### src/rtl/pipe_ctrl_pkg.sv
// Shared Y86 encodings for the pipeline control slice: icodes, register
// sentinel, status codes and the control FSM state type.
package pipe_ctrl_pkg;

    localparam logic [3:0] INOP    = 4'h1;
    localparam logic [3:0] IMRMOVQ = 4'h5;
    localparam logic [3:0] IJXX    = 4'h7;
    localparam logic [3:0] IRET    = 4'h9;
    localparam logic [3:0] IPOPQ   = 4'hB;

    localparam logic [3:0] NREG    = 4'hF;

    localparam logic [2:0] SAOK    = 3'd1;
    localparam logic [2:0] SHLT    = 3'd2;
    localparam logic [2:0] SADR    = 3'd3;
    localparam logic [2:0] SINS    = 3'd4;

    typedef enum logic [1:0] {
        ST_RUN    = 2'd0,
        ST_HOLD   = 2'd1,
        ST_HALTED = 2'd2
    } state_e;

endpackage

### src/rtl/pipe_ctrl_if.sv
// Hazard-information and stall/bubble bundle between the pipeline registers
// (master) and the pipeline control unit (slave).
interface pipe_ctrl_if #(
    parameter int unsigned ICODE_W = 4,
    parameter int unsigned REG_W   = 4,
    parameter int unsigned STAT_W  = 3
);
    logic [ICODE_W-1:0] D_icode;
    logic [REG_W-1:0]   d_srcA;
    logic [REG_W-1:0]   d_srcB;
    logic [ICODE_W-1:0] E_icode;
    logic [REG_W-1:0]   E_dstM;
    logic               e_Cnd;
    logic [ICODE_W-1:0] M_icode;
    logic [STAT_W-1:0]  m_stat;
    logic [STAT_W-1:0]  W_stat;

    logic F_stall;
    logic D_stall;
    logic D_bubble;
    logic E_stall;
    logic E_bubble;
    logic M_stall;
    logic M_bubble;
    logic W_stall;

    modport master (
        output D_icode, d_srcA, d_srcB, E_icode, E_dstM, e_Cnd, M_icode, m_stat, W_stat,
        input  F_stall, D_stall, D_bubble, E_stall, E_bubble, M_stall, M_bubble, W_stall
    );

    modport slave (
        input  D_icode, d_srcA, d_srcB, E_icode, E_dstM, e_Cnd, M_icode, m_stat, W_stat,
        output F_stall, D_stall, D_bubble, E_stall, E_bubble, M_stall, M_bubble, W_stall
    );
endinterface

### src/rtl/pipe_ctrl_perf_counter.sv
// Saturating event counter with synchronous clear taking priority over increment.
module perf_counter #(
    parameter int unsigned CNT_W = 32
) (
    input  logic             clk_i,
    input  logic             rst_n_i,
    input  logic             inc_i,
    input  logic             clr_i,
    output logic [CNT_W-1:0] cnt_o
);

    always_ff @(posedge clk_i or negedge rst_n_i) begin
        if (!rst_n_i) begin
            cnt_o <= '0;
        end else if (clr_i) begin
            cnt_o <= '0;
        end else if (inc_i && (cnt_o != '1)) begin
            cnt_o <= cnt_o + 1'b1;
        end
    end

endmodule

### src/rtl/pipe_ctrl.sv
// Y86 five-stage pipeline control: stall/bubble generation from hazards,
// run/hold/halted debug FSM and saturating performance counters.
module pipe_ctrl
    import pipe_ctrl_pkg::*;
#(
    parameter int unsigned CNT_W   = 32,
    parameter int unsigned ICODE_W = 4,
    parameter int unsigned REG_W   = 4,
    parameter int unsigned STAT_W  = 3
) (
    input  logic             clk_i,
    input  logic             rst_n_i,
    pipe_ctrl_if.slave       pif,
    input  logic             hold_i,
    input  logic             step_i,
    input  logic             cnt_clr_i,
    output logic             halted_o,
    output logic [1:0]       state_o,
    output logic [CNT_W-1:0] cyc_cnt_o,
    output logic [CNT_W-1:0] lu_cnt_o,
    output logic [CNT_W-1:0] mis_cnt_o,
    output logic [CNT_W-1:0] ret_cnt_o
);

    state_e state_q;
    state_e state_d;

    logic lu;
    logic ret;
    logic mis;
    logic mexc;
    logic wexc;
    logic advancing;

    always_comb begin
        lu   = ((pif.E_icode == ICODE_W'(IMRMOVQ)) || (pif.E_icode == ICODE_W'(IPOPQ)))
            && (pif.E_dstM != REG_W'(NREG))
            && ((pif.E_dstM == pif.d_srcA) || (pif.E_dstM == pif.d_srcB));
        ret  = (pif.D_icode == ICODE_W'(IRET)) || (pif.E_icode == ICODE_W'(IRET))
            || (pif.M_icode == ICODE_W'(IRET));
        mis  = (pif.E_icode == ICODE_W'(IJXX)) && !pif.e_Cnd;
        mexc = (pif.m_stat == STAT_W'(SADR)) || (pif.m_stat == STAT_W'(SINS))
            || (pif.m_stat == STAT_W'(SHLT));
        wexc = (pif.W_stat == STAT_W'(SADR)) || (pif.W_stat == STAT_W'(SINS))
            || (pif.W_stat == STAT_W'(SHLT));
    end

    assign advancing = (state_q == ST_RUN) || ((state_q == ST_HOLD) && step_i);

    always_ff @(posedge clk_i or negedge rst_n_i) begin
        if (!rst_n_i) begin
            state_q <= ST_RUN;
        end else begin
            state_q <= state_d;
        end
    end

    always_comb begin
        state_d = state_q;
        if ((state_q != ST_HALTED) && advancing && wexc) begin
            state_d = ST_HALTED;
        end else if ((state_q == ST_RUN) && hold_i) begin
            state_d = ST_HOLD;
        end else if ((state_q == ST_HOLD) && !hold_i) begin
            state_d = ST_RUN;
        end
    end

    // Frozen (hold without step, or halted) stalls every register and injects nothing.
    always_comb begin
        pif.F_stall  = 1'b1;
        pif.D_stall  = 1'b1;
        pif.D_bubble = 1'b0;
        pif.E_stall  = 1'b1;
        pif.E_bubble = 1'b0;
        pif.M_stall  = 1'b1;
        pif.M_bubble = 1'b0;
        pif.W_stall  = 1'b1;
        if (advancing) begin
            pif.F_stall  = lu | ret;
            pif.D_stall  = lu;
            pif.D_bubble = mis | (!lu & ret);
            pif.E_stall  = 1'b0;
            pif.E_bubble = mis | lu;
            pif.M_stall  = 1'b0;
            pif.M_bubble = mexc | wexc;
            pif.W_stall  = wexc;
        end
    end

    assign halted_o = (state_q == ST_HALTED);
    assign state_o  = state_q;

    perf_counter #(.CNT_W(CNT_W)) u_cyc_cnt (
        .clk_i  (clk_i),
        .rst_n_i(rst_n_i),
        .inc_i  (state_q != ST_HALTED),
        .clr_i  (cnt_clr_i),
        .cnt_o  (cyc_cnt_o)
    );

    perf_counter #(.CNT_W(CNT_W)) u_lu_cnt (
        .clk_i  (clk_i),
        .rst_n_i(rst_n_i),
        .inc_i  (advancing && lu),
        .clr_i  (cnt_clr_i),
        .cnt_o  (lu_cnt_o)
    );

    perf_counter #(.CNT_W(CNT_W)) u_mis_cnt (
        .clk_i  (clk_i),
        .rst_n_i(rst_n_i),
        .inc_i  (advancing && mis),
        .clr_i  (cnt_clr_i),
        .cnt_o  (mis_cnt_o)
    );

    perf_counter #(.CNT_W(CNT_W)) u_ret_cnt (
        .clk_i  (clk_i),
        .rst_n_i(rst_n_i),
        .inc_i  (advancing && ret),
        .clr_i  (cnt_clr_i),
        .cnt_o  (ret_cnt_o)
    );

endmodule
### src/flat_wrapper.sv
// flat-port wrapper written by rule: the top's interface ports become plain ports
module pipe_ctrl_flat import pipe_ctrl_pkg::*;
#(
    parameter int unsigned CNT_W   = 32,
    parameter int unsigned ICODE_W = 4,
    parameter int unsigned REG_W   = 4,
    parameter int unsigned STAT_W  = 3
)
  (clk_i, rst_n_i, hold_i, step_i, cnt_clr_i, halted_o, state_o, cyc_cnt_o, lu_cnt_o, mis_cnt_o, ret_cnt_o, pif_D_icode, pif_d_srcA, pif_d_srcB, pif_E_icode, pif_E_dstM, pif_e_Cnd, pif_M_icode, pif_m_stat, pif_W_stat, pif_F_stall, pif_D_stall, pif_D_bubble, pif_E_stall, pif_E_bubble, pif_M_stall, pif_M_bubble, pif_W_stall);
  pipe_ctrl_if #(.ICODE_W(ICODE_W), .REG_W(REG_W), .STAT_W(STAT_W)) pif_i ();
  input  logic clk_i;
  input  logic rst_n_i;
  input  logic hold_i;
  input  logic step_i;
  input  logic cnt_clr_i;
  output logic halted_o;
  output logic [1:0] state_o;
  output logic [CNT_W-1:0] cyc_cnt_o;
  output logic [CNT_W-1:0] lu_cnt_o;
  output logic [CNT_W-1:0] mis_cnt_o;
  output logic [CNT_W-1:0] ret_cnt_o;
  input wire logic [$bits(pif_i.D_icode)-1:0] pif_D_icode;
  input wire logic [$bits(pif_i.d_srcA)-1:0] pif_d_srcA;
  input wire logic [$bits(pif_i.d_srcB)-1:0] pif_d_srcB;
  input wire logic [$bits(pif_i.E_icode)-1:0] pif_E_icode;
  input wire logic [$bits(pif_i.E_dstM)-1:0] pif_E_dstM;
  input wire logic [$bits(pif_i.e_Cnd)-1:0] pif_e_Cnd;
  input wire logic [$bits(pif_i.M_icode)-1:0] pif_M_icode;
  input wire logic [$bits(pif_i.m_stat)-1:0] pif_m_stat;
  input wire logic [$bits(pif_i.W_stat)-1:0] pif_W_stat;
  output wire logic [$bits(pif_i.F_stall)-1:0] pif_F_stall;
  output wire logic [$bits(pif_i.D_stall)-1:0] pif_D_stall;
  output wire logic [$bits(pif_i.D_bubble)-1:0] pif_D_bubble;
  output wire logic [$bits(pif_i.E_stall)-1:0] pif_E_stall;
  output wire logic [$bits(pif_i.E_bubble)-1:0] pif_E_bubble;
  output wire logic [$bits(pif_i.M_stall)-1:0] pif_M_stall;
  output wire logic [$bits(pif_i.M_bubble)-1:0] pif_M_bubble;
  output wire logic [$bits(pif_i.W_stall)-1:0] pif_W_stall;
  assign pif_i.D_icode = pif_D_icode;
  assign pif_i.d_srcA = pif_d_srcA;
  assign pif_i.d_srcB = pif_d_srcB;
  assign pif_i.E_icode = pif_E_icode;
  assign pif_i.E_dstM = pif_E_dstM;
  assign pif_i.e_Cnd = pif_e_Cnd;
  assign pif_i.M_icode = pif_M_icode;
  assign pif_i.m_stat = pif_m_stat;
  assign pif_i.W_stat = pif_W_stat;
  assign pif_F_stall = pif_i.F_stall;
  assign pif_D_stall = pif_i.D_stall;
  assign pif_D_bubble = pif_i.D_bubble;
  assign pif_E_stall = pif_i.E_stall;
  assign pif_E_bubble = pif_i.E_bubble;
  assign pif_M_stall = pif_i.M_stall;
  assign pif_M_bubble = pif_i.M_bubble;
  assign pif_W_stall = pif_i.W_stall;
  pipe_ctrl #(.CNT_W(CNT_W), .ICODE_W(ICODE_W), .REG_W(REG_W), .STAT_W(STAT_W)) u_core (.clk_i(clk_i), .rst_n_i(rst_n_i), .pif(pif_i), .hold_i(hold_i), .step_i(step_i), .cnt_clr_i(cnt_clr_i), .halted_o(halted_o), .state_o(state_o), .cyc_cnt_o(cyc_cnt_o), .lu_cnt_o(lu_cnt_o), .mis_cnt_o(mis_cnt_o), .ret_cnt_o(ret_cnt_o));
endmodule
### config.mk
export PLATFORM = sky130hd
export DESIGN_NAME = pipe_ctrl_flat
export DESIGN_NICKNAME = d
export VERILOG_FILES = /design/src/rtl/pipe_ctrl_pkg.sv /design/src/rtl/pipe_ctrl_if.sv /design/src/rtl/pipe_ctrl_perf_counter.sv /design/src/rtl/pipe_ctrl.sv /design/src/flat_wrapper.sv
export SDC_FILE = /design/constraint.sdc
export NUM_CORES = 1
export LEC_CHECK = 0
export BUFFER_PORTS_ARGS = -buffer_cell sky130_fd_sc_hd__buf_2
export CORE_MARGIN = 2
export CORE_UTILIZATION = 42
export DETAILED_ROUTE_END_ITERATION = 6
export GPL_ROUTABILITY_DRIVEN = 0
export PLACE_DENSITY_LB_ADDON = 0.3
export REMOVE_ABC_BUFFERS = 1
export SLEW_MARGIN = 20
export SYNTH_ARGS = -nofsm -noshare
export SYNTH_HDL_FRONTEND = slang
export SYNTH_SLANG_ARGS = --single-unit
### constraint.sdc
create_clock -name clk_i -period 5.15 [get_ports clk_i]
set_clock_uncertainty 0.2 [all_clocks]
set_input_delay 0.515 -clock clk_i [delete_from_list [all_inputs] [get_ports clk_i]]
set_output_delay 0.515 -clock clk_i [all_outputs]
set_load 0.01 [all_outputs]
==> impl_results.rst, run 1 <==
.. list-table::
   :header-rows: 1

   * - Metric
     - Value
   * - Result of the run
     - finished clean
   * - Buffer cell driving the clock tree root
     - sky130_fd_sc_hd__clkbuf_16
   * - Clk buf depth
     - 2
   * - DRC errors left
     - 0
   * - Number of nets in the finished design
     - 990
   * - Worst Path Max Fanout
     - 17
   * - Worst path cell trace
     - nand4_2 > nor4_1 > nand3_1 > nand2_1 > nor4_1 > mux2_2
   * - Count leader, synth
     - sky130_fd_sc_hd__dfrtp_1
   * - Die Span X
     - 134.4 um
   * - Slowest Stage Delay on Critical Path
     - 650 ps
   * - Combined buffer and inverter count along the critical path
     - 0
   * - Timing startpoint of the critical path
     - u_core.u_lu_cnt.cnt_o[3]$_DFFE_PN0P_
   * - Setup tns final
     - 0 ps
   * - Post-layout minimum cycle time
     - 3021 ps
   * - Total Routing Usage GR
     - 20.76%
   * - Slowest cell on the critical path
     - sky130_fd_sc_hd__nor4_1
   * - Number of setup violations in the final report
     - 0
   * - CTS hold repair buffers
     - 0
   * - DR pass1 iterations
     - 5
   * - Synthesis-to-finish area growth
     - 24.42%
   * - Relative slew margins
     - 33.24%
   * - Share of Yosys cell area claimed by the top area cell type
     - 45.55%
   * - Total standard cell area after synthesis
     - 7142 um2
   * - Final wirelength
     - 18340 um
   * - Total core area
     - 16580 um2
   * - Leading cell types by count after synthesis
     - sky130_fd_sc_hd__dfrtp_1 (130), sky130_fd_sc_hd__nor2_1 (126), sky130_fd_sc_hd__nand2_1 (59), sky130_fd_sc_hd__nand3_1 (59), sky130_fd_sc_hd__xor2_1 (57)
   * - Reg-to-reg critical path startpoint
     - u_core.u_lu_cnt.cnt_o[3]$_DFFE_PN0P_
   * - Number of inserted diodes
     - 0
   * - Setup Fix Bufs, Post-CTS
     - 0
   * - Worst slack on hold paths
     - 13.52 ps
   * - Maximum number of pins on one net before global-route repair
     - 131
   * - Final global-route overflow total
     - 0
   * - Maximum frequency from static timing analysis
     - 0.3310 GHz
   * - Static leakage power
     - 4.046 nW
   * - Die Area
     - 18060 um2
   * - RSZ-0062 raised after global routing
     - no
   * - Insertion delay to the later sink of the worst-skew pair
     - 420 ps
   * - Data arrival time of the critical path
     - 3120 ps
   * - Storage cell area
     - 3253 um2
   * - Fraction of final layout cells sized beyond drive strength 1
     - 23.83%
   * - Slew of the pin with the lowest slew margin
     - 1001 ps
   * - Hold violation total from the final report
     - 0
   * - Biggest area contributors in the synthesized netlist
     - sky130_fd_sc_hd__dfrtp_1 (46%), sky130_fd_sc_hd__xor2_1 (7.0%), sky130_fd_sc_hd__nor2_1 (6.6%), sky130_fd_sc_hd__xnor2_1 (5.5%), sky130_fd_sc_hd__nand3_1 (4.1%)
   * - Area of combinational cells with multiple inputs
     - 3715 um2
   * - Cell accounting for the most synthesized area
     - sky130_fd_sc_hd__dfrtp_1
   * - TritonCTS clock tree
     - yes
   * - Count of mapped cells out of synthesis
     - 779
   * - Vias after detailed routing
     - 6440
   * - Synth Warn #
     - 0
   * - Clock sink count
     - 130
   * - Antenna Nets Post-Route
     - 0
   * - Post-synth top flop
     - sky130_fd_sc_hd__dfrtp_1
   * - Critical path start-end classification
     - flop to flop
   * - Share of async-settable or async-resettable flops after synthesis
     - 100.0%
   * - Power Total
     - 2.484 mW
   * - Number of antenna violations at the first check in global routing
     - 0
   * - Number of fillers in the final layout
     - 1579
   * - Maximum ir drop on the vdd rail
     - 0.2156 mV
   * - Clk pin slew, worst setup/hold paths
     - 60 ps
   * - Critical path launch point type
     - flop
   * - Wire length per cell after detailed routing
     - 15.53 um
   * - CP Data Required Time
     - 5250 ps
   * - Number of enable-type register cells in the synthesized netlist
     - 0
   * - Site Rows
     - 47
   * - Starting utilization of the core area
     - 43.07%
   * - CP top delay family
     - simple AND/OR/NAND/NOR gates
   * - Average footprint of a synthesized cell
     - 9.168 um2
   * - Final period utilization
     - 58.66%
   * - Number of library cell types mapped by synthesis
     - 57
   * - Kind of capture point of the worst setup path
     - flop
   * - Total of buffers placed on input and output ports
     - 174
   * - Count of boundary I/O pins
     - 175
   * - Total number of H-tree levels
     - 4
   * - Pins over their slew limit
     - 0
   * - Post-DP HPWL
     - 12540 um
   * - Cell repeated most along the worst path
     - sky130_fd_sc_hd__nor4_1
   * - TritonCTS Buffers
     - 17
   * - Sequential area share after synthesis
     - 45.55%
   * - Number of max-capacitance violations reported
     - 0
   * - Worst min-delay path class
     - input pin to async pin
   * - Number of vias per cell after detailed routing
     - 5.453
   * - Number of global-route vias before repair
     - 6092
   * - Total power density per cell area
     - 279.5 nW/um2
   * - First-pass GRT wire length
     - 30300 um
   * - Number of DRC markers after the initial detailed-route iteration
     - 466
   * - Die outline height
     - 134.4 um
   * - Flip-flop and latch count after synthesis
     - 130
   * - Resized cells post-CTS
     - 0
-- metrics by stage --
stage                     setup WS [ps]  std cells  cell area [um2]  utilization [%]
after floorplan                    2400        753             7024                -
after global placement             2185       1151             8218            49.55
after detailed placement           2116       1151             8218            49.55
after CTS                          2182       1181             8886            53.58
after global routing               1878       1181             8886            53.58
final                              2129       1181             8886            53.58
-- path summary, 6_finish.rpt --
path / to / slack, ps / cells past startpoint
max: u_core.u_lu_cnt.cnt_o[12]$_DFFE_PN0P_ / 2130 / 6
min: u_core.u_mis_cnt.cnt_o[6]$_DFFE_PN0P_ / 10 / 2
max reg2reg: u_core.u_lu_cnt.cnt_o[12]$_DFFE_PN0P_ / 2130 / 6
min reg2reg: u_core.u_lu_cnt.cnt_o[28]$_DFFE_PN0P_ / 370 / 2
max in group asynchronous: u_core.u_lu_cnt.cnt_o[29]$_DFFE_PN0P_ / 4210 / 2
min in group clk_i: u_core.state_o[0]$_DFFE_PN0P_ / 200 / 3
-- area by class of cell --
type	instances	share of cell area, %
Clock inverter	8	1.957
Sequential cell	130	36.61
Tap cell	220	3.098
Inverter	15	0.6336
Clock buffer	22	5.562
Multi-Input combinational cell	608	41.81
Timing Repair Buffer	178	10.34
-- kinds of logic (layout without fill, tap and decap cells) --
group | count (synthesis) | count (layout) | synth area share, %
compound gates | 59 | 59 | 5.256
xor+xnor | 102 | 102 | 12.51
fa+ha+maj | 4 | 4 | 0.7008
buf+inv | 41 | 223 | 2.435
flops | 130 | 130 | 45.55
mux | 12 | 12 | 1.839
simple gates | 431 | 431 | 31.71
-- routing by layer --
metal  up-vias  global-route usage (%)  part of all wire, %
li1       3113                       -                    -
met2       188                   33.05                   47
met5         -                       0                    0
met4         0                   7.485                  1.4
met3        20                   4.460                  5.3
met1      3119                   27.99                   46
-- sequential cells by signal (all words and copies together) (netlist names) --
name,count
u_core.state_o,2
u_core.u_cyc_cnt.cnt_o,32
u_core.u_lu_cnt.cnt_o,32
u_core.u_mis_cnt.cnt_o,32
u_core.u_ret_cnt.cnt_o,32
-- cell usage in the layout, fill, tap and decap left out, types with 4 or more instances in the layout --
cell type                   netlist  routed
sky130_fd_sc_hd__inv_1           15      15
sky130_fd_sc_hd__ha_1             4       4
sky130_fd_sc_hd__clkbuf_8         0       5
sky130_fd_sc_hd__nand4_1         42      42
sky130_fd_sc_hd__nor3_1          26      26
sky130_fd_sc_hd__nor2b_1         10      10
sky130_fd_sc_hd__nand2_1         59      59
sky130_fd_sc_hd__mux2i_1          6       6
sky130_fd_sc_hd__dfrtp_1        130     130
sky130_fd_sc_hd__and4_1           8       8
sky130_fd_sc_hd__or4_1            8       8
sky130_fd_sc_hd__nand4b_1         6       6
sky130_fd_sc_hd__a21oi_1         20      20
sky130_fd_sc_hd__nor4_1          24      24
sky130_fd_sc_hd__clkbuf_16        0      17
sky130_fd_sc_hd__buf_4            1       5
sky130_fd_sc_hd__o21ai_0         21      21
sky130_fd_sc_hd__buf_2            1     172
sky130_fd_sc_hd__mux2_2           4       4
sky130_fd_sc_hd__xnor2_1         45      45
sky130_fd_sc_hd__and3_1          17      17
sky130_fd_sc_hd__nand3_1         59      59
sky130_fd_sc_hd__bufinv_16        0       5
sky130_fd_sc_hd__xor2_1          57      57
sky130_fd_sc_hd__nor2_1         126     126
sky130_fd_sc_hd__or3_1           17      17
-- power breakdown --
group | leakage, nW | switching (mW) | internal (mW)
combinational | 1.92 | 0.0588 | 0.0264
clock | 0.321 | 0.452 | 0.920
sequential | 1.81 | 0.00271 | 1.02
total | 4.05 | 0.514 | 1.97
(Power assumes the default switching activity.)
==> run 2: changes to the inputs <==
ABC_AREA = 1   (was default)
clock period = 2.5 ns   (was 5.15 ns; I/O delays follow)
==> impl_results.rst, run 2 <==
.. list-table::
   :header-rows: 1

   * - Metric
     - Value
   * - TritonCTS Buffers
     - 17 (unchanged)
   * - Cell accounting for the most synthesized area
     - sky130_fd_sc_hd__dfrtp_1 (unchanged)
   * - Insertion delay to the later sink of the worst-skew pair
     - 430 ps (was 420 ps)
   * - Sequential area share after synthesis
     - 35.46% (was 45.55%)
   * - Worst path cell trace
     - ha_1 > nand2_1 > nor2_1 > nand2_2 > nor2_4 > nand2_1 > nand2_2 > nand2_2 > clkinv_2 > o21ai_0 (was nand4_2 > nor4_1 > nand3_1 > nand2_1 > nor4_1 > mux2_2)
   * - Kind of capture point of the worst setup path
     - flop (unchanged)
   * - Post-DP HPWL
     - 19940 um (was 12540 um)
   * - Die outline height
     - 151.8 um (was 134.4 um)
   * - Cell repeated most along the worst path
     - sky130_fd_sc_hd__nand2_2 (was sky130_fd_sc_hd__nor4_1)
   * - CP Data Required Time
     - 2600 ps (was 5250 ps)
   * - Result of the run
     - finished clean (unchanged)
   * - Maximum number of pins on one net before global-route repair
     - 70 (was 131)
   * - Total of buffers placed on input and output ports
     - 174 (unchanged)
   * - Number of inserted diodes
     - 0 (unchanged)
   * - Number of DRC markers after the initial detailed-route iteration
     - 723 (was 466)
   * - Post-layout minimum cycle time
     - 2254 ps (was 3021 ps)
   * - Number of instances on the worst hold path
     - 4
   * - Share of async-settable or async-resettable flops after synthesis
     - 100.0% (unchanged)
   * - Count leader, synth
     - sky130_fd_sc_hd__nand2_1 (was sky130_fd_sc_hd__dfrtp_1)
   * - Clock sink count
     - 130 (unchanged)
   * - Average footprint of a synthesized cell
     - 6.309 um2 (was 9.168 um2)
   * - Total number of H-tree levels
     - 4 (unchanged)
   * - Number of max-capacitance violations reported
     - 0 (unchanged)
   * - Buffer cell driving the clock tree root
     - sky130_fd_sc_hd__clkbuf_16 (unchanged)
   * - Number of setup violations in the final report
     - 0 (unchanged)
   * - Worst R2R End
     - u_core.u_cyc_cnt.cnt_o[15]$_DFFE_PN0P_ (was u_core.u_lu_cnt.cnt_o[12]$_DFFE_PN0P_)
   * - End point of the most critical hold path
     - u_core.state_o[1]$_DFFE_PN0P_
   * - Die Area
     - 23040 um2 (was 18060 um2)
   * - Share of Yosys cell area claimed by the top area cell type
     - 35.46% (was 45.55%)
   * - Site Rows
     - 54 (was 47)
   * - Slowest cell on the critical path
     - sky130_fd_sc_hd__dfrtp_1 (was sky130_fd_sc_hd__nor4_1)
   * - Pins over their slew limit
     - 0 (unchanged)
   * - Biggest area contributors in the synthesized netlist
     - sky130_fd_sc_hd__dfrtp_1 (35%), sky130_fd_sc_hd__nand2_1 (22%), sky130_fd_sc_hd__nor2_1 (9.9%), sky130_fd_sc_hd__nand3_1 (8.9%), sky130_fd_sc_hd__inv_1 (5.9%) (was sky130_fd_sc_hd__dfrtp_1 (46%), sky130_fd_sc_hd__xor2_1 (7.0%), sky130_fd_sc_hd__nor2_1 (6.6%), sky130_fd_sc_hd__xnor2_1 (5.5%), sky130_fd_sc_hd__nand3_1 (4.1%))
   * - TritonCTS clock tree
     - yes (unchanged)
   * - DR pass1 iterations
     - 5 (unchanged)
   * - CP top delay family
     - simple AND/OR/NAND/NOR gates (unchanged)
   * - Total standard cell area after synthesis
     - 9174 um2 (was 7142 um2)
   * - Slowest Stage Delay on Critical Path
     - 430 ps (was 650 ps)
   * - Timing startpoint of the critical path
     - u_core.u_cyc_cnt.cnt_o[1]$_DFFE_PN0P_ (was u_core.u_lu_cnt.cnt_o[3]$_DFFE_PN0P_)
   * - Final wirelength
     - 27370 um (was 18340 um)
   * - Vias after detailed routing
     - 9737 (was 6440)
   * - Slew of the pin with the lowest slew margin
     - 655.4 ps (was 1001 ps)
   * - Number of fillers in the final layout
     - 2190 (was 1579)
   * - Synth Warn #
     - 0 (unchanged)
   * - DRC errors left
     - 0 (unchanged)
   * - RSZ-0062 raised after global routing
     - no (unchanged)
   * - Leading cell types in the layout, fill and taps excluded
     - sky130_fd_sc_hd__nand2_1 (529), sky130_fd_sc_hd__nor2_1 (241), sky130_fd_sc_hd__buf_2 (173) (was sky130_fd_sc_hd__buf_2 (172), sky130_fd_sc_hd__dfrtp_1 (130), sky130_fd_sc_hd__nor2_1 (126))
   * - Number of nets in the finished design
     - 1667 (was 990)
   * - R2R setup slack
     - 250 ps (was 2130 ps)
   * - Final global-route overflow total
     - 0 (unchanged)
   * - Number of vias per cell after detailed routing
     - 5.071 (was 5.453)
   * - Dpl cells
     - 1886 (was 1151)
   * - Final core occ
     - 50.67% (was 53.58%)
   * - Reg-to-reg critical path startpoint
     - u_core.u_cyc_cnt.cnt_o[1]$_DFFE_PN0P_ (was u_core.u_lu_cnt.cnt_o[3]$_DFFE_PN0P_)
   * - Commonest non-fill, non-tap cell in the layout
     - sky130_fd_sc_hd__nand2_1 (was sky130_fd_sc_hd__buf_2)
   * - Synthesis-to-finish area growth
     - 19.41% (was 24.42%)
   * - Data arrival time of the critical path
     - 2350 ps (was 3120 ps)
   * - Worst Path Max Fanout
     - 18 (was 17)
   * - Leading cell types by count after synthesis
     - sky130_fd_sc_hd__nand2_1 (529), sky130_fd_sc_hd__nor2_1 (241), sky130_fd_sc_hd__nand3_1 (164) (was sky130_fd_sc_hd__dfrtp_1 (130), sky130_fd_sc_hd__nor2_1 (126), sky130_fd_sc_hd__nand2_1 (59), sky130_fd_sc_hd__nand3_1 (59), sky130_fd_sc_hd__xor2_1 (57))
   * - Number of antenna violations at the first check in global routing
     - 0 (unchanged)
   * - Critical path launch point type
     - flop (unchanged)
   * - Clk buf depth
     - 2 (unchanged)
   * - Relative slew margins
     - 56.30% (was 33.24%)
   * - Final design instance area without fill
     - 10950 um2 (was 8886 um2)
   * - Antenna Nets Post-Route
     - 0 (unchanged)
   * - Die Span X
     - 151.8 um (was 134.4 um)
   * - Non-filler cells, final
     - 1920 (was 1181)
   * - Worst-case reg-to-reg path depth
     - 10 (was 6)
   * - Instance area after placement
     - 10330 um2 (was 8218 um2)
   * - Total core area
     - 21620 um2 (was 16580 um2)
   * - Maximum frequency from static timing analysis
     - 0.4436 GHz (was 0.3310 GHz)
   * - Critical path start-end classification
     - flop to flop (unchanged)
   * - Number of enable-type register cells in the synthesized netlist
     - 0 (unchanged)
   * - Post-synth top flop
     - sky130_fd_sc_hd__dfrtp_1 (unchanged)
   * - Fraction of final layout cells sized beyond drive strength 1
     - 16.04% (was 23.83%)
   * - Number of global-route vias before repair
     - 8623 (was 6092)
   * - Worst min-delay path class
     - input pin to flop (was input pin to async pin)
   * - Total power density per cell area
     - 452.8 nW/um2 (was 279.5 nW/um2)
   * - Count of mapped cells out of synthesis
     - 1454 (was 779)
   * - Clk pin slew, worst setup/hold paths
     - 60 ps (about the same)
   * - Starting utilization of the core area
     - 42.43% (was 43.07%)
   * - Wire length per cell after detailed routing
     - 14.25 um (was 15.53 um)
   * - First-pass GRT wire length
     - 43240 um (was 30300 um)
   * - Static leakage power
     - 5.392 nW (was 4.046 nW)
   * - Hold violation total from the final report
     - 0 (unchanged)
   * - Count of boundary I/O pins
     - 175 (unchanged)
   * - Maximum ir drop on the vdd rail
     - 0.3683 mV (was 0.2156 mV)
   * - Flip-flop and latch count after synthesis
     - 130 (unchanged)
   * - Number of library cell types mapped by synthesis
     - 31 (was 57)
   * - Total Routing Usage GR
     - 23.66% (was 20.76%)
   * - Final period utilization
     - 90.17% (was 58.66%)
   * - Beginning of the worst hold path
     - pif_W_stat[2]
   * - Combined buffer and inverter count along the critical path
     - 1 (was 0)
   * - Storage cell area
     - 3253 um2 (unchanged)
   * - Area of combinational cells with multiple inputs
     - 5072 um2 (was 3715 um2)
run 2: cell types whose count changed after synthesis, sizes merged, moves of 27 or more:
cell	previous run	this run
xor2	57	20
nand2	59	539
nand3	59	164
inv	15	149
buf	4	34
nor4	27	0
nor2	128	254
o21ai	21	61
run 2: how the worst max path moves through the flow:
stage,endpoint,slack [ps],cells past startpoint
after floorplan,u_core.u_ret_cnt.cnt_o[16]$_DFFE_PN0P_,-1020,4
after global placement,u_core.u_mis_cnt.cnt_o[17]$_DFFE_PN0P_,340,11
after detailed placement,u_core.u_cyc_cnt.cnt_o[15]$_DFFE_PN0P_,300,10
after CTS,pif_D_bubble,230,8
after global routing,u_core.u_cyc_cnt.cnt_o[30]$_DFFE_PN0P_,50,10
final,u_core.u_cyc_cnt.cnt_o[15]$_DFFE_PN0P_,250,10
run 2: layout make-up:
class	count	share of cell area [%]
multi-input combinational	1133	46.30
inverter	152	5.323
timing repair buffer	193	9.926
clock buffer	24	4.397
tap	280	3.198
clock inverter	8	1.154
sequential	130	29.70
run 2: cells by family (layout without fill, tap and decap cells):
logic type	after synthesis	after routing	share of synthesized area [%]
compound gates	78	78	4.774
xor+xnor	47	47	4.487
flops	130	130	35.46
buf+inv	191	377	9.247
fa+ha+maj	4	4	0.5456
simple gates	1004	1004	45.49
run 2: layer usage:
| metal | vias to the layer above | global-route usage, % | part of all wire [%] | wire length, um |
|---|---|---|---|---|
| met4 | 0 | 6.111 | 1.0 | 285 |
| met3 | 23 | 3.922 | 5.4 | 1487 |
| met1 | 4531 | 30.83 | 45 | 12260 |
| li1 | 4902 | - | - | - |
| met2 | 281 | 40.79 | 49 | 13330 |
| met5 | - | 0 | 0 | 0 |
run 2: timing repair:
item | 4_1_cts | 5_1_grt
endpoints found under the hold margin | 63 | 0
setup buffers | 0 | 0
gates resized for setup | 0 | 0
hold buffers | 2 | 0
run 2: report_power, final:
| group | total (mW) | internal [mW] | switching [mW] |
|---|---|---|---|
| registers | 2.10 | 2.10 | 0.000000641 |
| clock network | 2.64 | 1.65 | 0.985 |
| logic | 0.220 | 0.0569 | 0.163 |
run 2: stage by stage:
stage / hold slack (ps) / setup TNS, ps / setup slack, ps / power, mW
floorplan: -245.6 / -79770 / -1016 / 2.223
global placement: 102.8 / 0 / 344.7 / 2.360
detailed placement: 108.9 / 0 / 297.7 / 2.364
CTS: 96.25 / 0 / 227.5 / 4.991
global route: 133.6 / 0 / 49.04 / 5.095
finish: 107.7 / 0 / 245.8 / 4.960
run 2: worst min-delay path: stages:
cell and delay, ps:
sky130_fd_sc_hd__buf_2 90, sky130_fd_sc_hd__a21oi_1 150, sky130_fd_sc_hd__inv_1 120, sky130_fd_sc_hd__o21ai_0 80
==> run 3: changes to the inputs <==
CORE_MARGIN = default   (was 2)
SYNTH_HIERARCHICAL = 1   (was default)
==> impl_results.rst, run 3 <==
.. list-table::
   :header-rows: 1

   * - Metric
     - Value
   * - Result of the run
     - finished clean (unchanged)
   * - Biggest area contributors in the synthesized netlist
     - sky130_fd_sc_hd__dfrtp_1 (35%), sky130_fd_sc_hd__nand2_1 (23%), sky130_fd_sc_hd__nor2_1 (8.6%), sky130_fd_sc_hd__nand3_1 (7.5%), sky130_fd_sc_hd__inv_1 (5.5%) (was sky130_fd_sc_hd__dfrtp_1 (35%), sky130_fd_sc_hd__nand2_1 (22%), sky130_fd_sc_hd__nor2_1 (9.9%), sky130_fd_sc_hd__nand3_1 (8.9%), sky130_fd_sc_hd__inv_1 (5.9%))
   * - Clk buf depth
     - 2 (unchanged)
   * - Number of instances on the worst hold path
     - 5 (was 4)
   * - Pins over their slew limit
     - 0 (unchanged)
   * - Final period utilization
     - 93.56% (was 90.17%)
   * - Synthesized-area fraction occupied by and/or/nand/nor cells
     - 48.47% (was 45.49%)
   * - Worst R2R End
     - u_core/u_lu_cnt/cnt_o[10]$_DFFE_PN0P_ (was u_core.u_cyc_cnt.cnt_o[15]$_DFFE_PN0P_)
   * - Critical path start-end classification
     - flop to flop (unchanged)
   * - Reg-to-reg critical path startpoint
     - u_core/u_lu_cnt/cnt_o[1]$_DFFE_PN0P_ (was u_core.u_cyc_cnt.cnt_o[1]$_DFFE_PN0P_)
   * - Post-DP HPWL
     - 19730 um (was 19940 um)
   * - End point of the most critical hold path
     - u_core/state_o[1]$_DFFE_PN0P_ (was u_core.state_o[1]$_DFFE_PN0P_)
   * - First-pass GRT wire length
     - 43880 um (was 43240 um)
   * - Number of inserted diodes
     - 0 (unchanged)
   * - Share of Yosys cell area claimed by the top area cell type
     - 34.53% (was 35.46%)
   * - Worst min-delay path class
     - input pin to flop (unchanged)
   * - Antenna Nets Post-Route
     - 0 (unchanged)
   * - Total Routing Usage GR
     - 23.94% (was 23.66%)
   * - Resized cells post-CTS
     - 0 (unchanged)
   * - Maximum number of pins on one net before global-route repair
     - 57 (was 70)
   * - Power Total
     - 4.927 mW (was 4.960 mW)
   * - Compound-gate portion of the synthesized area
     - 4.503% (was 4.774%)
   * - Maximum ir drop on the vdd rail
     - 0.3599 mV (was 0.3683 mV)
   * - TritonCTS clock tree
     - yes (unchanged)
   * - Count leader, synth
     - sky130_fd_sc_hd__nand2_1 (unchanged)
   * - Maximum frequency from static timing analysis
     - 0.4276 GHz (was 0.4436 GHz)
   * - Share of async-settable or async-resettable flops after synthesis
     - 100.0% (unchanged)
   * - Site Rows
     - 54 (unchanged)
   * - Slew of the pin with the lowest slew margin
     - 680.2 ps (was 655.4 ps)
   * - Number of global-route vias before repair
     - 8965 (was 8623)
   * - Synthesis-to-finish area growth
     - 19.39% (was 19.41%)
   * - Total standard cell area after synthesis
     - 9420 um2 (was 9174 um2)
   * - Number of vias per cell after detailed routing
     - 5.072 (was 5.071)
   * - Count of mapped cells out of synthesis
     - 1475 (was 1454)
   * - Synth Area in Adders
     - 0.5313% (was 0.5456%)
   * - Starting utilization of the core area
     - 43.03% (was 42.43%)
   * - Synth Warn #
     - 6 (was 0)
   * - Clk pin slew, worst setup/hold paths
     - 60 ps (about the same)
   * - Clock sink count
     - 130 (unchanged)
   * - Post-synth top flop
     - sky130_fd_sc_hd__dfrtp_1 (unchanged)
   * - Slowest cell on the critical path
     - sky130_fd_sc_hd__dfrtp_1 (unchanged)
   * - Wire length per cell after detailed routing
     - 13.86 um (was 14.25 um)
   * - Number of enable-type register cells in the synthesized netlist
     - 0 (unchanged)
   * - Total of buffers placed on input and output ports
     - 174 (unchanged)
   * - Relative slew margins
     - 54.65% (was 56.30%)
   * - Number of setup violations in the final report
     - 0 (unchanged)
   * - Hold violation total from the final report
     - 0 (unchanged)
   * - Number of DRC markers after the initial detailed-route iteration
     - 618 (was 723)
   * - Sequential area share after synthesis
     - 34.53% (was 35.46%)
   * - Mux contribution to synthesized area
     - 0% (unchanged)
   * - Insertion delay to the later sink of the worst-skew pair
     - 420 ps (was 430 ps)
   * - RSZ-0062 raised after global routing
     - no (unchanged)
   * - Number of max-capacitance violations reported
     - 0 (unchanged)
   * - Commonest non-fill, non-tap cell in the layout
     - sky130_fd_sc_hd__nand2_1 (unchanged)
   * - Total number of H-tree levels
     - 4 (unchanged)
   * - Vias after detailed routing
     - 9925 (was 9737)
   * - Number of antenna violations at the first check in global routing
     - 0 (unchanged)
   * - CP top delay family
     - simple AND/OR/NAND/NOR gates (unchanged)
   * - Die outline height
     - 151.8 um (about the same)
   * - R2R setup slack
     - 160 ps (was 250 ps)
   * - Worst Path Max Fanout
     - 21 (was 18)
   * - Post-layout minimum cycle time
     - 2339 ps (was 2254 ps)
   * - Average footprint of a synthesized cell
     - 6.387 um2 (was 6.309 um2)
   * - Beginning of the worst hold path
     - pif_W_stat[1] (was pif_W_stat[2])
   * - Combined buffer and inverter count along the critical path
     - 1 (unchanged)
   * - Worst path cell trace
     - ha_1 > nand2_2 > nor2_4 > nand2_4 > nor2_8 > nand2_4 > nand2_8 > nand2_4 > inv_2 > nand2_1 > nand2_1 (was ha_1 > nand2_1 > nor2_1 > nand2_2 > nor2_4 > nand2_1 > nand2_2 > nand2_2 > clkinv_2 > o21ai_0)
   * - Slowest Stage Delay on Critical Path
     - 420 ps (was 430 ps)
   * - TritonCTS Buffers
     - 17 (unchanged)
   * - Die Span X
     - 151.8 um (about the same)
   * - Number of library cell types mapped by synthesis
     - 28 (was 31)
   * - Leading cell types in the layout, fill and taps excluded
     - sky130_fd_sc_hd__nand2_1 (578), sky130_fd_sc_hd__nor2_1 (216), sky130_fd_sc_hd__buf_2 (173) (was sky130_fd_sc_hd__nand2_1 (529), sky130_fd_sc_hd__nor2_1 (241), sky130_fd_sc_hd__buf_2 (173))
   * - Non-filler cells, final
     - 1957 (was 1920)
   * - Die Area
     - 23030 um2 (was 23040 um2)
   * - Cell repeated most along the worst path
     - sky130_fd_sc_hd__nand2_4 (was sky130_fd_sc_hd__nand2_2)
   * - Number of nets in the finished design
     - 1705 (was 1667)
   * - Flip-flop and latch count after synthesis
     - 130 (unchanged)
   * - Data arrival time of the critical path
     - 2480 ps (was 2350 ps)
   * - Worst-case reg-to-reg path depth
     - 11 (was 10)
   * - Total power density per cell area
     - 438.1 nW/um2 (was 452.8 nW/um2)
   * - Critical path launch point type
     - flop (unchanged)
   * - Static leakage power
     - 5.726 nW (was 5.392 nW)
   * - Kind of capture point of the worst setup path
     - flop (unchanged)
   * - DRC errors left
     - 0 (unchanged)
   * - Cell accounting for the most synthesized area
     - sky130_fd_sc_hd__dfrtp_1 (unchanged)
   * - Setup tns final
     - 0 ps (unchanged)
   * - Post-synthesis share of cell area spent on xor and xnor gates
     - 3.347% (was 4.487%)
   * - Leading cell types by count after synthesis
     - sky130_fd_sc_hd__nand2_1 (578), sky130_fd_sc_hd__nor2_1 (216), sky130_fd_sc_hd__nand3_1 (142) (was sky130_fd_sc_hd__nand2_1 (529), sky130_fd_sc_hd__nor2_1 (241), sky130_fd_sc_hd__nand3_1 (164))
   * - Fraction of final layout cells sized beyond drive strength 1
     - 18.37% (was 16.04%)
   * - DR pass1 iterations
     - 5 (unchanged)
   * - Count of boundary I/O pins
     - 175 (unchanged)
   * - Final global-route overflow total
     - 0 (unchanged)
   * - Buffer cell driving the clock tree root
     - sky130_fd_sc_hd__clkbuf_16 (unchanged)
   * - Total core area
     - 21890 um2 (was 21620 um2)
   * - CP Data Required Time
     - 2650 ps (was 2600 ps)
   * - Final wirelength
     - 27130 um (was 27370 um)
   * - Main combinational cell family by area after synthesis
     - simple AND/OR/NAND/NOR gates (unchanged)
   * - Worst slack on hold paths
     - 99.69 ps (was 107.7 ps)
   * - Setup Fix Bufs, Post-CTS
     - 0 (unchanged)
   * - Dpl cells
     - 1922 (was 1886)
[run 3: changes by cell type in the layout (fill, tap and decap cells not counted), sizes merged, moves of 6 or more]
| cell | previous run | this run |
|---|---|---|
| nand2 | 539 | 608 |
| clkbuf | 24 | 18 |
| nand4 | 27 | 35 |
| xnor2 | 27 | 16 |
| nand3b | 0 | 6 |
| nand3 | 164 | 142 |
| nor2 | 254 | 245 |
| o31ai | 6 | 0 |
| a21oi | 7 | 19 |
| buf | 191 | 200 |
| nor3 | 14 | 0 |
[run 3: worst reg2reg max path, stage by stage (launching register included)]
cell	delay [ps]
sky130_fd_sc_hd__dfrtp_1	420
sky130_fd_sc_hd__ha_1	230
sky130_fd_sc_hd__nand2_2	80
sky130_fd_sc_hd__nor2_4	200
sky130_fd_sc_hd__nand2_4	130
sky130_fd_sc_hd__nor2_8	180
sky130_fd_sc_hd__nand2_4	90
sky130_fd_sc_hd__nand2_8	100
sky130_fd_sc_hd__nand2_4	60
sky130_fd_sc_hd__inv_2	340
sky130_fd_sc_hd__nand2_1	140
sky130_fd_sc_hd__nand2_1	110
[run 3: layout make-up]
cell class	count	area [um2]
Fill cell	2234	10640
Timing Repair Buffer	204	1125
Inverter	149	559.3
Sequential cell	130	3253
Multi-Input combinational cell	1163	5359
Tap cell	280	350.3
Clock buffer	18	439.2
Clock inverter	13	161.4
[run 3: worst max-delay path by stage]
stage,startpoint,to,cells after the start
finish,u_core/u_lu_cnt/cnt_o[1]$_DFFE_PN0P_,u_core/u_lu_cnt/cnt_o[10]$_DFFE_PN0P_,11
global route,u_core/u_mis_cnt/cnt_o[1]$_DFFE_PN0P_,u_core/u_mis_cnt/cnt_o[12]$_DFFE_PN0P_,11
CTS,u_core/u_cyc_cnt/cnt_o[0]$_DFFE_PN0P_,u_core/u_cyc_cnt/cnt_o[0]$_DFFE_PN0P_,8
detailed placement,u_core/u_cyc_cnt/cnt_o[0]$_DFFE_PN0P_,u_core/u_cyc_cnt/cnt_o[16]$_DFFE_PN0P_,8
global placement,u_core/u_cyc_cnt/cnt_o[0]$_DFFE_PN0P_,u_core/u_cyc_cnt/cnt_o[25]$_DFFE_PN0P_,8
floorplan,u_core/state_o[1]$_DFFE_PN0P_,u_core/u_lu_cnt/cnt_o[0]$_DFFE_PN0P_,9
[run 3: kinds of logic after synthesis]
logic type | after synthesis
adders and majority gates | 4
AOI/OAI and AO/OA | 82
xor gates and xnor gates | 36
DFF | 130
and+or+nand+nor | 1041
buffers and inverters | 182
[run 3: routing by layer]
layer | global-route usage [%] | share of wire, %
met4 | 7.772 | 2.1
met1 | 32.08 | 46
met2 | 39.48 | 47
met5 | 0 | 0
met3 | 3.413 | 5.2
[run 3: power by group]
group          switching (mW)  total [mW]  internal, mW
registers            0.000147        2.10          2.10
logic                   0.174       0.237        0.0632
clock network           0.996        2.59          1.59
total                    1.17        4.93          3.76
[run 3: stage by stage]
stage | cell area (um2) | util [%] | worst slack, ps
floorplan | 9168 | - | 290.3
global placement | 10600 | 48.43 | 106.0
detailed placement | 10600 | 48.43 | 58.06
CTS | 11240 | 51.36 | 17.89
global route | 11250 | 51.38 | 5.181
finish | 11250 | 51.38 | 161.1
[run 3: timing repair]
| item | CTS | global route |
|---|---|---|
| endpoints found under the setup margin | 0 | 0 |
| endpoints found under the hold margin | 55 | 0 |
| hold buffers | 4 | 0 |
